==> config.mk <==
export PLATFORM = sky130hd
export DESIGN_NAME = game_control_flat
export DESIGN_NICKNAME = d
export VERILOG_FILES = /design/src/rtl/game_control_if.sv /design/src/rtl/game_control.sv /design/src/flat_wrapper.sv
export SDC_FILE = /design/constraint.sdc
export NUM_CORES = 1
export LEC_CHECK = 0
export CORE_MARGIN = 5
export CORE_UTILIZATION = 49
export CTS_BUF_LIST = sky130_fd_sc_hd__clkbuf_8
export DETAILED_ROUTE_END_ITERATION = 10
export HOLD_SLACK_MARGIN = 0.03
export PLACE_DENSITY = 0.82
export SETUP_SLACK_MARGIN = 0.4
export SLEW_MARGIN = 15
export SYNTH_ARGS = -nofsm -noshare
export SYNTH_HDL_FRONTEND = slang
export SYNTH_SLANG_ARGS = --single-unit
==> constraint.sdc <==
create_clock -name clock -period 2.6 [get_ports clock]
set_input_delay 0.26 -clock clock [delete_from_list [all_inputs] [get_ports clock]]
set_output_delay 0.26 -clock clock [all_outputs]
set_load 0.01 [all_outputs]
==> src/rtl/game_control_if.sv <==
// game_control_if: phase strobes, done inputs, pause and status between
// the game sequencer (master) and the datapath (slave).
interface game_control_if #(
    parameter int FRAME_W = 16
);
    logic               c_pause;
    logic               idle_done;
    logic               gen_move_done;
    logic               check_collide_done;
    logic               draw_map_done;
    logic               draw_link_done;
    logic               draw_enemies_done;
    logic               init;
    logic               idle;
    logic               gen_move;
    logic               check_collide;
    logic               apply_act_link;
    logic               move_enemies;
    logic               draw_map;
    logic               draw_link;
    logic               draw_enemies;
    logic [3:0]         state;
    logic [FRAME_W-1:0] frame_count;
    logic               wdog_fault;

    modport master (
        input  c_pause, idle_done, gen_move_done, check_collide_done,
               draw_map_done, draw_link_done, draw_enemies_done,
        output init, idle, gen_move, check_collide, apply_act_link,
               move_enemies, draw_map, draw_link, draw_enemies,
               state, frame_count, wdog_fault
    );

    modport slave (
        output c_pause, idle_done, gen_move_done, check_collide_done,
               draw_map_done, draw_link_done, draw_enemies_done,
        input  init, idle, gen_move, check_collide, apply_act_link,
               move_enemies, draw_map, draw_link, draw_enemies,
               state, frame_count, wdog_fault
    );
endinterface

==> src/rtl/game_control.sv <==
// game_control: sequencing FSM for the game loop. Drives one-hot phase
// strobes to the datapath, advances on its done inputs, counts frames and
// supports pausing in IDLE.
// Optional watchdog: define GAME_CONTROL_WDOG_EN to build a per-state
// timeout that forces a hung wait state onward and sets a sticky fault.
module game_control #(
    parameter int                FRAME_W     = 16,
    parameter int                WDOG_W      = 22,
    parameter logic [WDOG_W-1:0] WDOG_CYCLES = 22'd3000000
) (
    input  logic          clock,
    input  logic          reset,
    game_control_if.master gc
);

    typedef enum logic [3:0] {
        S_INIT           = 4'd0,
        S_IDLE           = 4'd1,
        S_GEN_MOVE       = 4'd2,
        S_CHECK_COLLIDE  = 4'd3,
        S_APPLY_ACT_LINK = 4'd4,
        S_MOVE_ENEMIES   = 4'd5,
        S_DRAW_MAP       = 4'd6,
        S_DRAW_LINK      = 4'd7,
        S_DRAW_ENEMIES   = 4'd8
    } state_t;

    state_t             state_q, state_d;
    state_t             nxt;
    logic [8:0]         strobe_q, strobe_d;
    logic [FRAME_W-1:0] frame_q, frame_d;
    logic               fault_q, fault_d;
    logic               go;
    logic               wait_st;
    logic               timeout;

`ifdef GAME_CONTROL_WDOG_EN
    localparam logic [WDOG_W-1:0] WDOG_LAST = WDOG_CYCLES - 1'b1;
    logic [WDOG_W-1:0] wdog_q, wdog_d;
`else
    logic unused_wdog;
    assign unused_wdog = ^{wait_st, WDOG_CYCLES};
`endif

    // Successor of each state and the condition that releases it; only the
    // current state's own done input is consulted.
    always_comb begin
        nxt     = S_INIT;
        go      = 1'b0;
        wait_st = 1'b0;
        case (state_q)
            S_INIT:           begin nxt = S_DRAW_MAP;      go = 1'b1; end
            S_IDLE:           begin nxt = S_GEN_MOVE;      go = gc.idle_done & ~gc.c_pause; end
            S_GEN_MOVE:       begin nxt = S_CHECK_COLLIDE; go = gc.gen_move_done;      wait_st = 1'b1; end
            S_CHECK_COLLIDE:  begin nxt = S_APPLY_ACT_LINK; go = gc.check_collide_done; wait_st = 1'b1; end
            S_APPLY_ACT_LINK: begin nxt = S_MOVE_ENEMIES;  go = 1'b1; end
            S_MOVE_ENEMIES:   begin nxt = S_DRAW_MAP;      go = 1'b1; end
            S_DRAW_MAP:       begin nxt = S_DRAW_LINK;     go = gc.draw_map_done;      wait_st = 1'b1; end
            S_DRAW_LINK:      begin nxt = S_DRAW_ENEMIES;  go = gc.draw_link_done;     wait_st = 1'b1; end
            S_DRAW_ENEMIES:   begin nxt = S_IDLE;          go = gc.draw_enemies_done;  wait_st = 1'b1; end
            default:          begin nxt = S_INIT;          go = 1'b1; end
        endcase
    end

    // Watchdog, state advance, frame counter and the registered strobe decode.
    always_comb begin
`ifdef GAME_CONTROL_WDOG_EN
        // A real done on the timeout cycle wins, so no fault in that case.
        timeout = wait_st & ~go & (wdog_q == WDOG_LAST);
        if (go || timeout || !wait_st) begin
            wdog_d = '0;
        end else begin
            wdog_d = wdog_q + 1'b1;
        end
        fault_d = fault_q | timeout;
`else
        timeout = 1'b0;
        fault_d = 1'b0;
`endif
        state_d = (go || timeout) ? nxt : state_q;
        frame_d = frame_q;
        if (state_q == S_DRAW_ENEMIES && (go || timeout)) begin
            frame_d = frame_q + 1'b1;
        end
        // state_d is always a legal code, so exactly one strobe is set.
        strobe_d = '0;
        for (int i = 0; i < 9; i++) begin
            strobe_d[i] = (state_d == state_t'(4'(i)));
        end
    end

    // All control state; reset drops straight back to INIT.
    always_ff @(posedge clock or negedge reset) begin
        if (!reset) begin
            state_q  <= S_INIT;
            strobe_q <= 9'b0_0000_0001;
            frame_q  <= '0;
            fault_q  <= 1'b0;
`ifdef GAME_CONTROL_WDOG_EN
            wdog_q   <= '0;
`endif
        end else begin
            state_q  <= state_d;
            strobe_q <= strobe_d;
            frame_q  <= frame_d;
            fault_q  <= fault_d;
`ifdef GAME_CONTROL_WDOG_EN
            wdog_q   <= wdog_d;
`endif
        end
    end

    assign gc.init           = strobe_q[0];
    assign gc.idle           = strobe_q[1];
    assign gc.gen_move       = strobe_q[2];
    assign gc.check_collide  = strobe_q[3];
    assign gc.apply_act_link = strobe_q[4];
    assign gc.move_enemies   = strobe_q[5];
    assign gc.draw_map       = strobe_q[6];
    assign gc.draw_link      = strobe_q[7];
    assign gc.draw_enemies   = strobe_q[8];
    assign gc.state          = state_q;
    assign gc.frame_count    = frame_q;
    assign gc.wdog_fault     = fault_q;

endmodule

==> src/flat_wrapper.sv <==
// flat-port wrapper written by rule: the top's interface ports become plain ports
module game_control_flat 
#(
    parameter int                FRAME_W     = 16,
    parameter int                WDOG_W      = 22,
    parameter logic [WDOG_W-1:0] WDOG_CYCLES = 22'd3000000
)
  (clock, reset, gc_c_pause, gc_idle_done, gc_gen_move_done, gc_check_collide_done, gc_draw_map_done, gc_draw_link_done, gc_draw_enemies_done, gc_init, gc_idle, gc_gen_move, gc_check_collide, gc_apply_act_link, gc_move_enemies, gc_draw_map, gc_draw_link, gc_draw_enemies, gc_state, gc_frame_count, gc_wdog_fault);
  game_control_if #(.FRAME_W(FRAME_W)) gc_i ();
  input  logic clock;
  input  logic reset;
  input wire logic [$bits(gc_i.c_pause)-1:0] gc_c_pause;
  input wire logic [$bits(gc_i.idle_done)-1:0] gc_idle_done;
  input wire logic [$bits(gc_i.gen_move_done)-1:0] gc_gen_move_done;
  input wire logic [$bits(gc_i.check_collide_done)-1:0] gc_check_collide_done;
  input wire logic [$bits(gc_i.draw_map_done)-1:0] gc_draw_map_done;
  input wire logic [$bits(gc_i.draw_link_done)-1:0] gc_draw_link_done;
  input wire logic [$bits(gc_i.draw_enemies_done)-1:0] gc_draw_enemies_done;
  output wire logic [$bits(gc_i.init)-1:0] gc_init;
  output wire logic [$bits(gc_i.idle)-1:0] gc_idle;
  output wire logic [$bits(gc_i.gen_move)-1:0] gc_gen_move;
  output wire logic [$bits(gc_i.check_collide)-1:0] gc_check_collide;
  output wire logic [$bits(gc_i.apply_act_link)-1:0] gc_apply_act_link;
  output wire logic [$bits(gc_i.move_enemies)-1:0] gc_move_enemies;
  output wire logic [$bits(gc_i.draw_map)-1:0] gc_draw_map;
  output wire logic [$bits(gc_i.draw_link)-1:0] gc_draw_link;
  output wire logic [$bits(gc_i.draw_enemies)-1:0] gc_draw_enemies;
  output wire logic [$bits(gc_i.state)-1:0] gc_state;
  output wire logic [$bits(gc_i.frame_count)-1:0] gc_frame_count;
  output wire logic [$bits(gc_i.wdog_fault)-1:0] gc_wdog_fault;
  assign gc_i.c_pause = gc_c_pause;
  assign gc_i.idle_done = gc_idle_done;
  assign gc_i.gen_move_done = gc_gen_move_done;
  assign gc_i.check_collide_done = gc_check_collide_done;
  assign gc_i.draw_map_done = gc_draw_map_done;
  assign gc_i.draw_link_done = gc_draw_link_done;
  assign gc_i.draw_enemies_done = gc_draw_enemies_done;
  assign gc_init = gc_i.init;
  assign gc_idle = gc_i.idle;
  assign gc_gen_move = gc_i.gen_move;
  assign gc_check_collide = gc_i.check_collide;
  assign gc_apply_act_link = gc_i.apply_act_link;
  assign gc_move_enemies = gc_i.move_enemies;
  assign gc_draw_map = gc_i.draw_map;
  assign gc_draw_link = gc_i.draw_link;
  assign gc_draw_enemies = gc_i.draw_enemies;
  assign gc_state = gc_i.state;
  assign gc_frame_count = gc_i.frame_count;
  assign gc_wdog_fault = gc_i.wdog_fault;
  game_control #(.FRAME_W(FRAME_W), .WDOG_W(WDOG_W), .WDOG_CYCLES(WDOG_CYCLES)) u_core (.clock(clock), .reset(reset), .gc(gc_i));
endmodule
### Word-level counts from Yosys, hierarchy flattened

Cells that the tools add are included.
Widths: inputs -> output; s select.

* add/sub/neg operators: 1
* equality and inequality tests: 16
* mux-type cells: 3
* reduce and logical (&&, ||, !) cells: 4
* bitwise operators: 2

Operator list (count)
* $eq 4x3->1 const B: 8
* $pmux 4 s8: 1
* $add 16x1->16 const B: 1
* $eq 4x2->1 const B: 4
* $eq 4x1->1 const B: 2
* $eq 4x4->1 const B: 2
* $logic_not 4->1: 2
* $pmux 1 s6: 1
* $mux 4: 1
* $reduce_or 2->1: 1
* $and 1x1->1: 1
* $logic_and 1x1->1: 1
* $not 1->1: 1

* register bits: 29
* logic and storage cells: 29
* input port bits: 9

### Depth between registers and ports, before layout

* word-level depth: 5
* mapped depth: 7

### Worst setup path after synthesis

Ideal clock, no wire load.

* kind: reg2reg
* start point: register u_core.state_q[0] (netlist: u_core.gc.state[0])
* end point: register u_core.frame_q[12] (netlist: u_core.gc.frame_count[12])
* path buffers: 1
* setup slack: 612 ps
* cell stages (with the launch flop): 7
* period minus slack after synthesis: 1988 ps
* data arrival time: 1863 ps
* cell sequence: dfrtp_1 buf_6 or3_4 or4_4 nor2_4 nand4_1 xnor2_1

* longest elaborated chain between the ends: 3
* elaborated cells between the ends (all ways): 8

RTL lines
* start: declaration: line game_control.sv:28 `state_t state_q, state_d;`
* start signal: assignment: line game_control.sv:103 `state_q <= state_d;`
* $eq 4x4->1 (tied with other cells): line game_control.sv:51, game_control.sv:82
* $pmux 1 s6: line game_control.sv:51 `case (state_q)`
* $logic_and 1x1->1 (*): line game_control.sv:82 `if (state_q == S_DRAW_ENEMIES && (go || timeout)) begin`
* end signal: assignment: line game_control.sv:105 `frame_q <= frame_d;`
* end: declaration: line game_control.sv:31 `logic [FRAME_W-1:0] frame_q, frame_d;`

Every way passes the cells marked *; elsewhere a longest branch is shown, timed or not.
A chain may end at the register's enable or synchronous reset.

### Worst setup path after layout

Same ends and word-level chain as after synthesis.

==> flow_metrics.tcl <==
set metrics [dict create \
    status "complete, no violations" \
    antenna_left 0 \
    crit_type "reg2reg" \
    cts.sinks 29 \
    die_w_um 62.8 \
    grt.overflow.total 0 \
    start_kind "flip-flop" \
    diodes 0 \
    ios 39 \
    final_common_cell "clkdlybuf4s50_1" \
    setup_viol 0 \
    synth_area_per_cell_sq_um 10.8 \
    dr_total_vias 1077 \
    cts_tree "built" \
    period_minus_slack_ns 2.03 \
    fin_total_pwr_uw 1700 \
    numCtsBuffers 5 \
    rsz0062_at_grt "false" \
    ys_ff_latch 29 \
    nets 181 \
    vias_per_cell 5.31 \
    yosys.area.top_type_share 0.513 \
    synth_enable_flop_cells 0 \
    worst_setup_path_end_kind "flip-flop" \
    irDropWorstVdd_mv 0.813 \
    drc 0 \
    crit_fanout 14 \
    async_flop_share 1.00 \
    synthToLayoutAreaGrowth_pct 38.2 \
    fmax_mhz 491 \
    worst-endpoint-arrival_ns 2.20 \
    wire_per_inst_um 14.3 \
    synth.cell_area_sq_um 1370 \
    synth_top_flop_cell "dfrtp_1" \
    gp_congestion 0.844 \
    tns_ns 0 \
    grt_pass1_wl_mm 5.06 \
    dpl-instance-area_sq_um 1770 \
    drt_iter0_drc 47 \
    cap_violations 0 \
    synth_fp_nets 137 \
    fin_skew_ns 0.00654 \
    dieHeight_um 62.8 \
    grt_start_max_net_pins 30 \
    synthTopCellsByArea "dfrtp_1, xnor2_1, nand2_1" \
    p_leak_uw 0.000819 \
    grt_pass1_vias 1132 \
    coreArea_sq_um 2710 \
    start_util 0.504 \
    design_area_sq_um 1890 \
    cts-root-buf "clkbuf_8" \
    antenna_found_initial 0 \
    clk_latency_ns 0.28 \
    dp_hpwl_mm 2.11 \
    track_usage 0.165 \
    fin_crit_sh 0.783 \
    hold_path_class "in2async" \
    finalMaxSlewViolations 0 \
    holdWs_ns 0.362 \
    final_cell_mix "clkdlybuf4s50_1, dfrtp_1, nand2_1" \
    yosys_warnings 0 \
    synth_cells 127 \
    crit_required_ns 2.76 \
    powerDensity_nw_per_um2 901 \
    placement_rows 19 \
    ys_types 43 \
    hold_viol_final 0 \
    yosysSeqAreaShare 0.532 \
    regToRegStartpoint "u_core.gc.state[0]" \
    synth_top_area_cell "dfrtp_1" \
    die-area_sq_um 3940 \
    final_core_util 0.697 \
    dr.pass1.iters 4 \
    drive_above_1_share 0.157 \
    clockBufferDepth 2 \
    path_clk_slew_ns 0.06 \
    cts.htree.levels 2 \
    postCtsHoldBufs 0 \
    portBuffers 37 \
    drt_wl_total_mm 2.89 \
    crit_path_start "u_core.gc.state[0]" \
]
-- critical path: stages (launching register included) --
cell and delay [ns]:
dfrtp_2 0.50, or3_4 0.45, or4_4 0.57, nor2_4 0.14
nand4_1 0.12, xnor2_1 0.14
-- state kept, by name (all words and copies together) (netlist names) --
signal / count
u_core.gc.frame_count: 16
u_core.gc.state: 4
u_core.strobe_q: 9
-- cells in the mapped netlist, types with 2 or more instances --
library cell / n
and2_1: 2
mux2_2: 2
nand3_1: 5
and3_1: 3
nand4_1: 2
clkbuf_1: 4
o21ai_0: 3
nor2_1: 4
nand2_1: 14
and4_1: 2
xor2_1: 5
or3_1: 2
a21oi_1: 6
dfrtp_1: 28
nor3_1: 3
a21boi_0: 2
inv_1: 4
xnor2_1: 11
-- layer usage --
metal / vias up / GRT usage / part of all wire
li1: 523 / - / -
met1: 516 / 0.187 / 0.41
met2: 34 / 0.254 / 0.50
met3: 4 / 0.0863 / 0.070
met4: 0 / 0.0822 / 0.016
met5: - / 0 / 0
-- final cells by class --
cell class | count | area (sq um)
fillers | 218 | 822
flip-flops and latches | 29 | 731
multi-input cells | 87 | 598
repair buffers | 44 | 423
clock buffers | 5 | 68.8
well taps | 31 | 38.8
inverters | 4 | 15.0
clock inverters | 3 | 13.8
-- report_power, final --
group / internal [uW] / leakage, uW / switching (uW) / total [uW]
sequential: 542 / 0.000380 / 111 / 653
clock: 181 / 0.0000491 / 167 / 348
combinational: 386 / 0.000389 / 315 / 701
total: 1110 / 0.000819 / 593 / 1700
-- cells by family after synthesis --
group | Yosys count | synth area share
fa+ha+maj | 1 | 0.00916
flops | 29 | 0.532
other cells | 1 | 0.00274
buf+inv | 11 | 0.0394
compound gates | 16 | 0.0723
mux | 3 | 0.0238
xor+xnor | 16 | 0.103
simple gates | 50 | 0.218
-- per-stage QoR --
stage / std cells / setup slack (ns)
finish: 203 / 0.565
global placement: 192 / 0.522
CTS: 200 / 0.444
floorplan: 127 / 0.612
global route: 203 / 0.443
detailed placement: 192 / 0.401
-- path summary, 6_finish.rpt --
kind,depth (start not counted),end,slack (ns)
max in group asynchronous,2,u_core.strobe_q[0],1.93
min reg2reg,1,u_core.gc.frame_count[15],0.47
min,2,u_core.gc.frame_count[6],0.36
max,5,u_core.gc.frame_count[12],0.57
max reg2reg,5,u_core.gc.frame_count[12],0.57
min in group clock,1,u_core.gc.frame_count[15],0.47
-- timing repair --
action | CTS | global route
resized for setup | 1 | 4
buffers inserted | 0 | 3
pin swaps | 0 | 0
endpoints found under the setup margin | 1 | 5
Power figures use the tool's default switching activity.
